$ cat config.mk
export PLATFORM = sky130hd
export DESIGN_NAME = tankb_video_timing
export DESIGN_NICKNAME = d
export VERILOG_FILES = /design/src/rtl/tankb_video_timing.sv
export SDC_FILE = /design/constraint.sdc
export NUM_CORES = 1
export LEC_CHECK = 0
export CAP_MARGIN = 25
export CORE_ASPECT_RATIO = 0.5
export CORE_MARGIN = 4
export CORE_UTILIZATION = 40
export CTS_BUF_LIST = sky130_fd_sc_hd__clkbuf_8
export CTS_CLUSTER_SIZE = 30
export DETAILED_ROUTE_END_ITERATION = 6
export PLACE_DENSITY = 0.68
export SYNTH_ARGS = -nofsm -noshare
export SYNTH_HDL_FRONTEND = slang
export SYNTH_SLANG_ARGS = --single-unit
$ cat constraint.sdc
create_clock -name clk -period 5.2 [get_ports clk]
set_clock_uncertainty 0.1 [all_clocks]
set_input_delay 0.78 -clock clk [delete_from_list [all_inputs] [get_ports clk]]
set_output_delay 0.78 -clock clk [all_outputs]
set_load 0.05 [all_outputs]
$ cat src/rtl/tankb_video_timing.sv
// -----------------------------------------------------------------------------
// tankb_video_timing
//
// Raster timing generator for the discrete-logic video path. Produces the pixel
// and line counters, syncs, blanking, the 74LS166 shift/load strobe and the
// line / vblank event pulses. Everything advances on clk edges qualified by
// the pixel clock enable ce_pix.
//
// Every output is registered and decoded from the same next-state counter
// values that are loaded into hcnt/vcnt. All outputs therefore change on the
// same edge as the counters they describe, and none of them skews.
//
// Optional feature: define TANKB_FLIP_EN to add the `flip` input. Its value is
// latched at frame start (the edge producing hcnt=0, vcnt=0). While the latch
// is set, hpos/vpos are the bitwise inverse of the counters.
//
// Ports
//   clk         in   master clock
//   reset       in   asynchronous, active-high reset
//   ce_pix      in   pixel clock enable
//   flip        in   screen flip request (TANKB_FLIP_EN builds only)
//   hcnt[8:0]   out  current pixel, 0..H_TOTAL-1
//   vcnt[8:0]   out  current line,  0..V_TOTAL-1
//   hpos[7:0]   out  pixel address to the video RAM/ROM path
//   vpos[7:0]   out  line address to the video RAM/ROM path
//   hsync_n     out  active-low horizontal sync
//   vsync_n     out  active-low vertical sync
//   hblank      out  high outside the active pixels
//   vblank      out  high outside the active lines
//   load_n      out  active-low 74LS166 shift/load strobe
//   line_start  out  one-clk pulse on the edge producing hcnt=0
//   vbl_start   out  one-clk pulse on the edge producing hcnt=0, vcnt=V_ACTIVE
// -----------------------------------------------------------------------------
module tankb_video_timing #(
  parameter int H_TOTAL  = 384,
  parameter int H_ACTIVE = 256,
  parameter int HS_START = 304,
  parameter int HS_WIDTH = 32,
  parameter int V_TOTAL  = 264,
  parameter int V_ACTIVE = 224,
  parameter int VS_START = 240,
  parameter int VS_WIDTH = 4
) (
  input  logic       clk,
  input  logic       reset,
  input  logic       ce_pix,
`ifdef TANKB_FLIP_EN
  input  logic       flip,
`endif
  output logic [8:0] hcnt,
  output logic [8:0] vcnt,
  output logic [7:0] hpos,
  output logic [7:0] vpos,
  output logic       hsync_n,
  output logic       vsync_n,
  output logic       hblank,
  output logic       vblank,
  output logic       load_n,
  output logic       line_start,
  output logic       vbl_start
);

  // A sync window that runs past the total is cut off there. The counter never
  // reaches those values, so no wrap-around handling is needed.
  function automatic logic in_window(input int val, input int start, input int width);
    return (val >= start) && (val < start + width);
  endfunction

  logic [8:0] h_nxt;
  logic [8:0] v_nxt;
  logic       frame_start;
  logic       flip_nxt;

  // Next counter position, used only when ce_pix is high.
  always_comb begin
    // NOTE: assign every combinational output a default first, so that no
    // path through the block leaves a signal unassigned (which infers a latch).
    h_nxt = hcnt + 9'd1;
    v_nxt = vcnt;
    if (hcnt == 9'(H_TOTAL - 1)) begin
      h_nxt = '0;
      v_nxt = (vcnt == 9'(V_TOTAL - 1)) ? '0 : vcnt + 9'd1;
    end
  end

  assign frame_start = (h_nxt == '0) && (v_nxt == '0);

`ifdef TANKB_FLIP_EN
  logic flip_q;

  // The new flip value already applies to the position 0,0 that it is
  // latched with.
  assign flip_nxt = frame_start ? flip : flip_q;

  always_ff @(posedge clk or posedge reset) begin
    if (reset) begin
      flip_q <= 1'b0;
    end else if (ce_pix) begin
      flip_q <= flip_nxt;
    end
  end
`else
  assign flip_nxt = 1'b0;
  logic unused_frame_start;
  assign unused_frame_start = frame_start;
`endif

  always_ff @(posedge clk or posedge reset) begin
    if (reset) begin
      hcnt       <= '0;
      vcnt       <= '0;
      hpos       <= '0;
      vpos       <= '0;
      hsync_n    <= 1'b1;
      vsync_n    <= 1'b1;
      hblank     <= 1'b0;
      vblank     <= 1'b0;
      load_n     <= 1'b1;
      line_start <= 1'b0;
      vbl_start  <= 1'b0;
    end else begin
      // NOTE: sequential state uses non-blocking assignments, so every
      // register samples values from before the edge, whatever the statement
      // order.
      // The pulses drop on the next clk edge even when ce_pix is low.
      line_start <= 1'b0;
      vbl_start  <= 1'b0;
      if (ce_pix) begin
        hcnt       <= h_nxt;
        vcnt       <= v_nxt;
        hpos       <= flip_nxt ? ~h_nxt[7:0] : h_nxt[7:0];
        vpos       <= flip_nxt ? ~v_nxt[7:0] : v_nxt[7:0];
        hblank     <= int'(h_nxt) >= H_ACTIVE;
        vblank     <= int'(v_nxt) >= V_ACTIVE;
        hsync_n    <= ~in_window(int'(h_nxt), HS_START, HS_WIDTH);
        // v_nxt differs from vcnt only at the line wrap, so vsync_n can only
        // change together with the hcnt wrap.
        vsync_n    <= ~in_window(int'(v_nxt), VS_START, VS_WIDTH);
        // The strobe sits on the last pixel of each 8-pixel group. The
        // shifter therefore loads on the edge that takes hcnt to a multiple
        // of 8.
        load_n     <= ~((h_nxt[2:0] == 3'd7) && (int'(h_nxt) < H_ACTIVE));
        line_start <= (h_nxt == '0);
        vbl_start  <= (h_nxt == '0) && (int'(v_nxt) == V_ACTIVE);
      end
    end
  end

endmodule

# --- After elaboration in Yosys (flattened, before gate mapping) ---
# Index checks and enable logic that the tools add are counted.
classes:
  bitwise_logic: 3
  eq_ne: 4
  order_cmp: 7
  reduce_logical: 5
  n_mux: 5
  addsub: 2
ops:
  columns: ["op", "n"]
  rows:
  - ["$eq 9x9->1 const B", 3]
  - ["$mux 9", 3]
  - ["$add 9x1->9 const B", 2]
  - ["$ge 9x8->1 const B", 2]
  - ["$ge 9x9->1 const B", 2]
  - ["$lt 9x9->1 const B", 2]
  - ["$logic_not 9->1", 1]
  - ["$lt 9x8->1 const B", 1]
  - ["$logic_and 1x1->1", 4]
  - ["$eq 3x3->1 const B", 1]
  - ["$not 1->1", 3]
  - ["$mux 1", 2]
totals:
  regBits: 41
  out_inout_bits: 41
  elab_cells: 37

# --- Depth between registers and ports, before layout ---
# Gate-level depths: netlist (run 1).
logic_depth:
  word_depth: 6
  depth_mapped: 9
  ltp_nobuf: 7

# --- Worst setup path after synthesis (run 1) ---
# Ideal clock, no wire load.
synth_timing:
  path_type: "reg-to-reg"
  start: "reg hcnt[0]"
  end: "reg vsync_n"
  period_less_slack_ns: 2.613
  stages_incl_launch_ff: 9
  setup_time_ns: 0.093
  t_arrival_ns: 2.420
  setup_slack_ns: 2.587
  cell_sequence: "dfrtp_1 > ha_1 > buf_4 > nand4_1 > nor3_4 > a31oi_1 > or4b_4 > nor4_2 > a21oi_1"
synth_via:
  elab_chain_cells: 5
  elab_cells_between_ends: 6
  cone_classes: "order compare: 2; eq/ne: 1; mux: 1; bitwise: 1; reduce/logical: 1"
synth_lines:
  columns: ["item", "line_no", "rtl"]
  rows:
  - ["from (decl)", "50", "output logic [8:0] hcnt,"]
  - ["from (signal assigned)", "129", "hcnt <= h_nxt;"]
  - ["$eq 9x9->1 *", "80", "if (hcnt == 9'(H_TOTAL - 1)) begin"]
  - ["$mux 9 *", "80", null]
  - ["$ge 9x8->1 or $lt 9x8->1 (tied branches)", "66", "return (val >= start) && (val < start + width);"]
  - ["$logic_and 1x1->1 *", "66", null]
  - ["$not 1->1 *", "138", "vsync_n <= ~in_window(int'(v_nxt), VS_START, VS_WIDTH);"]
  - ["to (signal assigned)", "138", null]
  - ["to (decl)", "55", "output logic vsync_n,"]
# Every way passes the cells marked *; elsewhere a longest branch is shown, timed or not.
# A chain may end at the register's enable or synchronous reset.

# --- Worst setup path in the final report (run 1) ---
# Same ends and word-level chain as after synthesis.

==> impl_metrics.py, run 1 <==
metrics = {
    "synth": {
        "netlist-cell-type-count": 44,
        "syn_area_per_cell_um2": 8.88,
        "ys_async_sr_fraction": 1.00,
        "ys_seq_area_frac": 0.381,
        "ys_warn_count": 0,
        "synth_nets": 191,
        "ys.flop_type": "dfrtp_1",
        "synth_area_um2": 1650,
        "syn-instance-count": 186,
        "ys_ff_latch": 25,
        "synth-edff-count": 0,
    },
    "sta": {
        "final_hold_viol_count": 0,
        "slew_headroom": 0.472,
        "max_freq_mhz": 355,
        "maxSlewViolCount": 0,
        "rsz0062_at_grt": "no",
        "tns_ns": 0,
        "hold_ws_ns": 0.385,
        "finalCriticalPeriod_ns": 2.82,
        "fin_crit_sh": 0.542,
        "setup_viol": 0,
        "worstMarginPinSlew_ns": 0.790,
    },
    "worst_hold_path": {
        "hold_path_end": "hblank",
        "min_path_cells": 1,
        "hp-start": "hblank",
        "hp-class": "reg2reg",
    },
    "clock_network": {
        "tritoncts": "done",
        "postCtsSetupBuffers": 0,
        "numCtsBuffers": 3,
        "clock_latency_ns": 0.27,
        "holdBufCountCts": 0,
        "htreeDepth": 1,
        "numClockSinks": 25,
        "clkTransAtPathRegs_ns": 0.09,
        "clk_path_buf_depth": 2,
        "cts-root-buf": "clkbuf_8",
        "cts_resized": 0,
    },
    "cells_and_area": {
        "drive_gt1_frac": 0.0927,
        "nets": 211,
        "antennaDiodeCount": 0,
        "area_delta_synth_final_pct": 23.6,
    },
    "worst_setup_path": {
        "r2r_end": "vsync_n",
        "ff2ff_setup_slack_ns": 2.38,
        "cp-end-kind": "flop",
        "cp_max_fo": 14,
        "r2r_cells": 7,
        "required_ns": 5.27,
        "path_class": "reg2reg",
        "reg2reg_from": "hcnt[0]",
        "arrival_ns": 2.89,
        "worstSetupStartpointType": "flop",
    },
    "placed_design": {
        "io_buffers": 43,
        "dp_hpwl_um": 2520,
        "gp_congestion": 0.845,
    },
    "die": {
        "coreArea_um2": 3940,
        "die-area_um2": 5280,
        "die_h_um": 53.4,
        "rows": 16,
        "io_pins": 44,
        "die-width_um": 98.9,
        "initial_utilization": 0.419,
    },
    "routing": {
        "drt_drc_violations_left": 0,
        "num_vias": 1328,
        "wirelength_um": 3440,
        "dr.pass1.iters": 4,
        "drt-wirelength-per-cell_um": 13.3,
        "antenna_left": 0,
        "drt_iter0_drc": 24,
        "routed_via_density": 5.13,
    },
    "power_and_ir_drop": {
        "p_per_area_nw_per_um2": 406,
        "max-vdd-ir-drop_v": 0.000172,
        "finalPower_w": 0.000829,
        "p_leak_nw": 0.775,
    },
    "global_route": {
        "grt_pass1_vias": 1270,
        "grt_max_degree": 26,
        "track_usage": 0.134,
        "grt_pass1_wl_um": 5750,
        "antenna_found_initial": 0,
        "gr-total-overflow": 0,
    },
    "job": {
        "cap_violations": 0,
    },
    "outcome": {
        "outcome": "finished clean",
    },
}
==> where the power goes <==
group / switching (W) / internal (W)
Sequential: 0.0000604 / 0.000225
Combinational: 0.000279 / 0.000149
Clock: 0.0000629 / 0.0000530
Total: 0.000402 / 0.000427
==> cell usage after synthesis, types with 2 or more instances <==
cell | number | area share
mux2i_1 | 2 | 0.012
o21a_1 | 2 | 0.0091
ha_1 | 2 | 0.015
xnor2_1 | 14 | 0.074
nand3_1 | 5 | 0.015
buf_2 | 7 | 0.021
nand2_1 | 18 | 0.041
clkbuf_1 | 5 | 0.011
or3_1 | 2 | 0.0076
mux2_2 | 5 | 0.034
and4_1 | 2 | 0.011
a21o_1 | 2 | 0.0091
dfstp_2 | 3 | 0.048
buf_4 | 17 | 0.077
nor2b_1 | 3 | 0.011
a31oi_1 | 5 | 0.019
o21ai_0 | 7 | 0.021
nor2_1 | 16 | 0.036
inv_1 | 4 | 0.0091
nor3_1 | 7 | 0.021
nand4_1 | 8 | 0.030
a21oi_1 | 6 | 0.018
dfrtp_1 | 22 | 0.33
and3_1 | 2 | 0.0076
==> sequential cells by signal, summed over array words and instances, names as in the netlist <==
register,cells
hcnt,9
vcnt,9
hblank,1
hsync_n,1
line_start,1
load_n,1
vbl_start,1
vblank,1
vsync_n,1
==> metal layers <==
| metal | GRT usage | share of wire | vias up | wire length (µm) |
|---|---|---|---|---|
| met5 | 0 | 0 | - | 0 |
| met4 | 0.0204 | 0.0035 | 0 | 12 |
| met3 | 0.0263 | 0.037 | 2 | 128 |
| met2 | 0.248 | 0.50 | 26 | 1720 |
| met1 | 0.167 | 0.46 | 629 | 1580 |
| li1 | - | - | 671 | - |
==> worst max-delay path, cell delays in order, from the launching register on <==
cell and delay, ns:
dfrtp_1 0.48, ha_1 0.40, nand4_1 0.23, nor3_4 0.43, a31oi_1 0.15, or4b_4 0.55
nor4_2 0.25, a21oi_1 0.10
==> logic make-up after synthesis <==
logic type      after synthesis  synth area share
compound gates               28             0.105
xor+xnor                     14            0.0742
fa+ha+maj                     2            0.0151
buf+inv                      33             0.119
flops                        25             0.381
mux                           7            0.0462
simple gates                 77             0.260
==> cells in the final DEF (no fill, tap or decap), drive strengths merged, types with 2 or more instances in the layout <==
| cell type | count |
|---|---|
| a21o | 2 |
| a21oi | 6 |
| a31oi | 5 |
| and3 | 2 |
| and4 | 2 |
| clkbuf | 3 |
| clkdlybuf4s50 | 43 |
| dfrtp | 22 |
| dfstp | 3 |
| ha | 2 |
| inv | 5 |
| mux2 | 5 |
| mux2i | 2 |
| nand2 | 18 |
| nand3 | 6 |
| nand4 | 8 |
| nor2 | 17 |
| nor2b | 3 |
| nor3 | 8 |
| nor4 | 2 |
| o21a | 2 |
| o21ai | 7 |
| or3 | 3 |
| xnor2 | 14 |
==> worst max-delay path by stage <==
| stage | from | end | slack (ns) |
|---|---|---|---|
| 3_3_place_gp | ce_pix | vbl_start | 2.43 |
| 5_1_grt | hcnt[0] | vsync_n | 2.13 |
| 2_1_floorplan | hcnt[0] | vsync_n | 2.59 |
| 4_1_cts | hcnt[0] | vsync_n | 2.37 |
| 3_5_place_dp | hcnt[0] | vsync_n | 2.38 |
| 6_report | hcnt[0] | vsync_n | 2.38 |
==> metrics by stage <==
step / worst slack [ns] / cell area [µm²] / utilization / std cells
CTS: 2.37 / 2010 / 0.510 / 258
global placement: 2.43 / 1970 / 0.499 / 254
floorplan: 2.59 / 1650 / - / 186
global route: 2.13 / 2040 / 0.517 / 259
detailed placement: 2.38 / 1970 / 0.499 / 254
finish: 2.38 / 2040 / 0.517 / 259
==> final cells by class <==
type	instances	area, µm²
timing repair buffer	44	458
sequential	25	629
clock buffer	3	41.3
clock inverter	1	3.75
multi-input combinational	128	826
fill	368	1900
inverter	4	15.0
tap	54	67.6
No activity file was read; power rests on OpenSTA's default activity.
==> inputs of run 2 (changes only) <==
==> constraint.sdc (replaced) <==
create_clock -name clk -period 2.9 [get_ports clk]
set_clock_uncertainty 0.1 [all_clocks]
set_input_delay 0.435 -clock clk [delete_from_list [all_inputs] [get_ports clk]]
set_output_delay 0.435 -clock clk [all_outputs]
set_load 0.05 [all_outputs]
==> run 2 against run 1 <==
Net effect:
- wire length rose by 3.5%
- worst hold slack got worse by 0.0015 ns
- die area unchanged
- via count grew 3.7%
- design area rose by 0.37%
- critical path depth is the same
- register-to-register slack got worse by 2.1 ns
- setup slack worse by 2.1 ns
- utilization rose by 0.19 points
- clock power is 97% higher
- first-iteration DRC count is 25% higher
- critical path type unchanged
- largest cell class unchanged
==> impl_metrics.py, run 2 (synthesized netlist as in run 1, its figures left out) <==
metrics = {
    "outcome": {
        "outcome": "finished clean",
    },
    "routing": {
        "drt_iter0_drc": 30,
        "num_vias": 1377,
        "drt_drc_violations_left": 0,
        "dr.pass1.iters": 4,
        "drt-wirelength-per-cell_um": 13.6,
        "wirelength_um": 3560,
        "antenna_left": 0,
        "routed_via_density": 5.26,
    },
    "worst_setup_path": {
        "path_class": "reg2reg",
        "cp_max_fo": 10,
        "worstSetupStartpointType": "flop",
        "path_buf_inv": 0,
        "slowest_stage": "or4b_4",
        "cp-end-kind": "flop",
        "critPathMaxStageDelay_ns": 0.54,
        "critical_path.top_delay_family": "simple AND/OR/NAND/NOR gates",
        "path_cells": "ha_1 -> nand4_1 -> nor3_4 -> a31oi_1 -> or4b_4 -> nor4_2 -> a21oi_1",
        "arrival_ns": 2.70,
        "required_ns": 3.01,
    },
    "sta": {
        "max_freq_mhz": 386,
        "final_hold_viol_count": 0,
        "fin_crit_sh": 0.893,
        "tns_ns": 0,
        "setup_slack_ns": 0.310,
        "setup_viol": 0,
        "worstMarginPinSlew_ns": 0.529,
        "rsz0062_at_grt": "no",
        "maxSlewViolCount": 0,
        "slew_headroom": 0.646,
        "finalCriticalPeriod_ns": 2.59,
    },
    "placed_design": {
        "dp_hpwl_um": 2650,
        "place_area_um2": 2000,
        "gp_congestion": 0.826,
        "place_ws_ns": 0.339,
        "io_buffers": 43,
    },
    "die": {
        "coreArea_um2": 3940,
        "die-width_um": 98.9,
        "initial_utilization": 0.419,
        "die_h_um": 53.4,
        "rows": 16,
        "io_pins": 44,
        "die-area_um2": 5280,
    },
    "global_route": {
        "antenna_found_initial": 0,
        "grt_pass1_wl_um": 5810,
        "grt_max_degree": 26,
        "grt_pass1_vias": 1204,
        "gr-total-overflow": 0,
        "track_usage": 0.138,
    },
    "cells_and_area": {
        "layout.cells.most_common_list": "clkdlybuf4s50_1 (43), dfrtp_1 (22), nand2_1 (18)",
        "drive_gt1_frac": 0.111,
        "final_common_cell": "clkdlybuf4s50_1",
        "nets": 214,
        "final_util": 0.519,
        "reg_top3": "hcnt (9), vcnt (9)",
        "fin_area_um2": 2050,
        "fillCellCount": 353,
        "antennaDiodeCount": 0,
        "area_delta_synth_final_pct": 24.0,
    },
    "clock_network": {
        "numClockSinks": 25,
        "clock_latency_ns": 0.28,
        "tritoncts": "done",
        "cts-root-buf": "clkbuf_8",
        "clkTransAtPathRegs_ns": 0.10,
        "htreeDepth": 1,
        "numCtsBuffers": 3,
        "cts_resized": 0,
        "holdBufCountCts": 0,
        "clk_path_buf_depth": 2,
        "postCtsSetupBuffers": 0,
    },
    "power_and_ir_drop": {
        "p_leak_nw": 0.782,
        "max-vdd-ir-drop_v": 0.000302,
        "p_per_area_nw_per_um2": 736,
        "finalPower_w": 0.00151,
    },
    "job": {
        "cap_violations": 0,
    },
    "worst_hold_path": {
        "hp-class": "reg2reg",
    },
}
==> run 2: changes by cell type in the layout (fill, tap and decap cells not counted) <==
cell	change
inv_6	+1
buf_4	+4
inv_1	-1
buf_16	-1
==> run 2: power by group <==
group	switching, W	internal (W)	total (W)
registers	0.000109	0.000403	0.000512
clock network	0.000127	0.000101	0.000228
logic	0.000502	0.000267	0.000768
total	0.000738	0.000770	0.00151
==> run 2: cell type report <==
cell class                      count  area, µm²  share of cell area
Clock buffer                        3       41.3              0.0202
Tap cell                           54       67.6              0.0330
Multi-Input combinational cell    128        826               0.403
Sequential cell                    25        629               0.307
Timing Repair Buffer               47        460               0.225
Inverter                            4       15.0             0.00733
Clock inverter                      1       8.76             0.00428
==> run 2: final timing paths <==
check	from	end	slack (ns)	depth (start not counted)
setup / recovery	hcnt[0]	vsync_n	0.31	7
max in group asynchronous	reset	vsync_n	2.00	3
min in group asynchronous	reset	hcnt[0]	0.40	3
hold reg to reg	hblank	hblank	0.38	1
hold / removal	hblank	hblank	0.38	1
setup reg to reg	hcnt[0]	vsync_n	0.31	7
==> run 2: layer usage <==
metal | global-route usage | routed length (µm) | vias to the layer above
met5 | 0 | 0 | -
li1 | - | - | 686
met2 | 0.244 | 1750 | 27
met3 | 0.0289 | 125 | 2
met4 | 0.0204 | 19 | 0
met1 | 0.180 | 1660 | 662
==> run 2: worst reg2reg max path, cell delays in order (launching register included) <==
cell     delay, ns
dfrtp_1       0.48
ha_1          0.40
nand4_1       0.26
nor3_4        0.26
a31oi_1       0.11
or4b_4        0.54
nor4_2        0.27
a21oi_1       0.10
==> run 2: metrics by stage <==
step                hold slack, ns  instances
floorplan                    0.360        186
global placement             0.365        258
detailed placement           0.367        258
CTS                          0.392        262
global route                 0.409        262
finish                       0.383        262
==> inputs of run 3 (changes only) <==
--- a/config.mk
+++ b/config.mk
@@ -5,14 +5,17 @@
 export SDC_FILE = /design/constraint.sdc
 export NUM_CORES = 1
 export LEC_CHECK = 0
+export ABC_AREA = 1
 export CAP_MARGIN = 25
 export CORE_ASPECT_RATIO = 0.5
 export CORE_MARGIN = 4
 export CORE_UTILIZATION = 40
 export CTS_BUF_LIST = sky130_fd_sc_hd__clkbuf_8
+export CTS_CLUSTER_DIAMETER = 150
 export CTS_CLUSTER_SIZE = 30
 export DETAILED_ROUTE_END_ITERATION = 6
 export PLACE_DENSITY = 0.68
+export RECOVER_POWER = 25
 export SYNTH_ARGS = -nofsm -noshare
 export SYNTH_HDL_FRONTEND = slang
 export SYNTH_SLANG_ARGS = --single-unit
==> run 3 against run 2 <==
Net effect:
- first-iteration DRC count rose by 70%
- worst hold slack got worse by 0.011 ns
- critical endpoint is now vcnt[2]
- synthesized area rose by 1.4%
- largest cell class unchanged
- largest power group unchanged
- global-route usage rose by 1.1 points
==> impl_metrics.py, run 3 <==
metrics = {
    "worst_setup_path": {
        "critPathMaxStageDelay_ns": 0.88,
        "critical_path.top_delay_family": "buffers and inverters",
        "cp-end-kind": "primary output",
        "worstSetupStartpointType": "flop",
        "path_buf_inv": 1,
        "required_ns": 2.37,
        "cp_max_fo": 12,
        "path_cells": "clkdlybuf4s50_1",
        "slowest_stage": "clkdlybuf4s50_1",
        "path_class": "reg2out",
        "arrival_ns": 1.74,
    },
    "sta": {
        "max_freq_mhz": 440,
        "rsz0062_at_grt": "no",
        "worstMarginPinSlew_ns": 1.39,
        "fin_crit_sh": 0.783,
        "finalCriticalPeriod_ns": 2.27,
        "tns_ns": 0,
        "setup_slack_ns": 0.629,
        "maxSlewViolCount": 0,
        "setup_viol": 0,
        "final_hold_viol_count": 0,
        "slew_headroom": 0.0704,
    },
    "synth": {
        "synth_top_cell_by_area": "dfrtp_1",
        "syn-instance-count": 233,
        "ys_seq_area_frac": 0.376,
        "netlist-cell-type-count": 33,
        "synth_nets": 238,
        "ys_ff_latch": 25,
        "syn_area_per_cell_um2": 7.19,
        "ys_warn_count": 0,
        "ys_async_sr_fraction": 1.00,
        "ys_top_cells_by_count": "nand2_1 (67), dfrtp_1 (22), nor2_1 (20), inv_1 (19), o21ai_0 (19)",
        "yosysMostFrequentCell": "nand2_1",
        "synth_area_leaders": "dfrtp_1 (33%), nand2_1 (15%), buf_4 (7.2%)",
        "synth_area_um2": 1670,
        "synth-edff-count": 0,
        "netlist.area_leader.share": 0.329,
        "ys.flop_type": "dfrtp_1",
    },
    "cells_and_area": {
        "fillCellCount": 393,
        "antennaDiodeCount": 0,
        "drive_gt1_frac": 0.0973,
        "layout.cells.most_common_list": "nand2_1 (67), clkdlybuf4s50_1 (42), dfrtp_1 (22)",
        "final_common_cell": "nand2_1",
        "area_delta_synth_final_pct": 23.2,
        "nets": 263,
        "reg_top3": "hcnt (9), vcnt (9)",
    },
    "routing": {
        "wl_met1_um": 1810,
        "routed_via_density": 4.92,
        "drt_drc_violations_left": 0,
        "drt_iter0_drc": 51,
        "wirelength_um": 3820,
        "num_vias": 1529,
        "antenna_left": 0,
        "wl_met2_um": 1820,
        "top_layer": "met4",
        "dr.pass1.iters": 4,
        "drt-wirelength-per-cell_um": 12.3,
        "met3_wirelength_um": 159,
    },
    "clock_network": {
        "clkTransAtPathRegs_ns": 0.09,
        "numCtsBuffers": 3,
        "htreeDepth": 1,
        "cts-root-buf": "clkbuf_8",
        "cts_resized": 0,
        "tritoncts": "done",
        "clock_latency_ns": 0.27,
        "numClockSinks": 25,
        "holdBufCountCts": 0,
        "clk_path_buf_depth": 2,
        "postCtsSetupBuffers": 0,
    },
    "global_route": {
        "grt_max_degree": 26,
        "grt_pass1_wl_um": 6260,
        "track_usage": 0.149,
        "gr-total-overflow": 0,
        "grt_pass1_vias": 1391,
        "antenna_found_initial": 0,
    },
    "worst_hold_path": {
        "hp-class": "reg2reg",
    },
    "die": {
        "die-area_um2": 5350,
        "die-width_um": 99.5,
        "coreArea_um2": 3960,
        "rows": 16,
        "initial_utilization": 0.422,
        "die_h_um": 53.7,
        "io_pins": 44,
    },
    "placed_design": {
        "gp_congestion": 0.868,
        "place_ws_ns": 0.738,
        "dp_hpwl_um": 2900,
        "io_buffers": 43,
    },
    "power_and_ir_drop": {
        "p_per_area_nw_per_um2": 806,
        "p_leak_nw": 0.927,
        "finalPower_w": 0.00166,
        "max-vdd-ir-drop_v": 0.000615,
    },
    "outcome": {
        "outcome": "finished clean",
    },
    "job": {
        "cap_violations": 0,
    },
}
[run 3: cell types whose count changed in the layout (fill, tap and decap cells not counted), sizes merged, moves of 4 or more]
cell,before,now
mux2,5,0
a21oi,6,2
o21ai,7,21
inv,5,22
nand4,8,4
nand2,18,72
xnor2,14,1
nand3,6,19
a31oi,5,1
nor3,8,2
nor2,17,22
[run 3: path summary, 6_finish.rpt]
check / startpoint / endpoint / slack (ns) / cells after the start
setup / recovery: vcnt[2] / vcnt[2] / 0.63 / 1
hold / removal: vsync_n / vsync_n / 0.37 / 2
setup reg to reg: hcnt[0] / vbl_start / 0.72 / 11
hold reg to reg: vsync_n / vsync_n / 0.37 / 2
max in group asynchronous: reset / vbl_start / 0.93 / 3
min in group asynchronous: reset / vcnt[2] / 0.96 / 3
[run 3: area by class of cell]
type | instances | area [µm²] | area share
clock inverter | 1 | 5.00 | 0.00243
clock buffer | 3 | 41.3 | 0.0200
tap | 54 | 67.6 | 0.0327
timing repair buffer | 45 | 442 | 0.214
inverter | 22 | 82.6 | 0.0400
sequential | 25 | 629 | 0.305
multi-input combinational | 161 | 796 | 0.386
[run 3: through the flow]
step                instances  cell area [µm²]  hold slack [ns]  utilization
CTS                       311             2070            0.375        0.521
detailed placement        307             2020            0.358        0.510
global route              311             2060            0.424        0.521
finish                    311             2060            0.372        0.521
global placement          307             2020            0.359        0.510
floorplan                 233             1670            0.360            -
[run 3: routing by layer]
layer  up-vias  GRT usage
li1        775          -
met1       716      0.190
met2        36      0.264
met3         2     0.0310
met4         0     0.0408
met5         -          0
[run 3: kinds of logic (layout without fill, tap and decap cells)]
family	Yosys count	in the layout	share of synthesized area
adder cells (fa/ha/maj)	2	2	0.0149
buffers and inverters	47	71	0.149
AND/OR/NAND/NOR	126	126	0.343
XOR/XNOR	4	4	0.0209
AO/OA/AOI/OAI	29	29	0.0964
flip-flops	25	25	0.376
[run 3: power by group]
part / switching, W / internal (W) / total, W
Clock: 0.000118 / 0.0000965 / 0.000214
Combinational: 0.000637 / 0.000291 / 0.000928
Sequential: 0.000109 / 0.000412 / 0.000521
Total: 0.000863 / 0.000800 / 0.00166
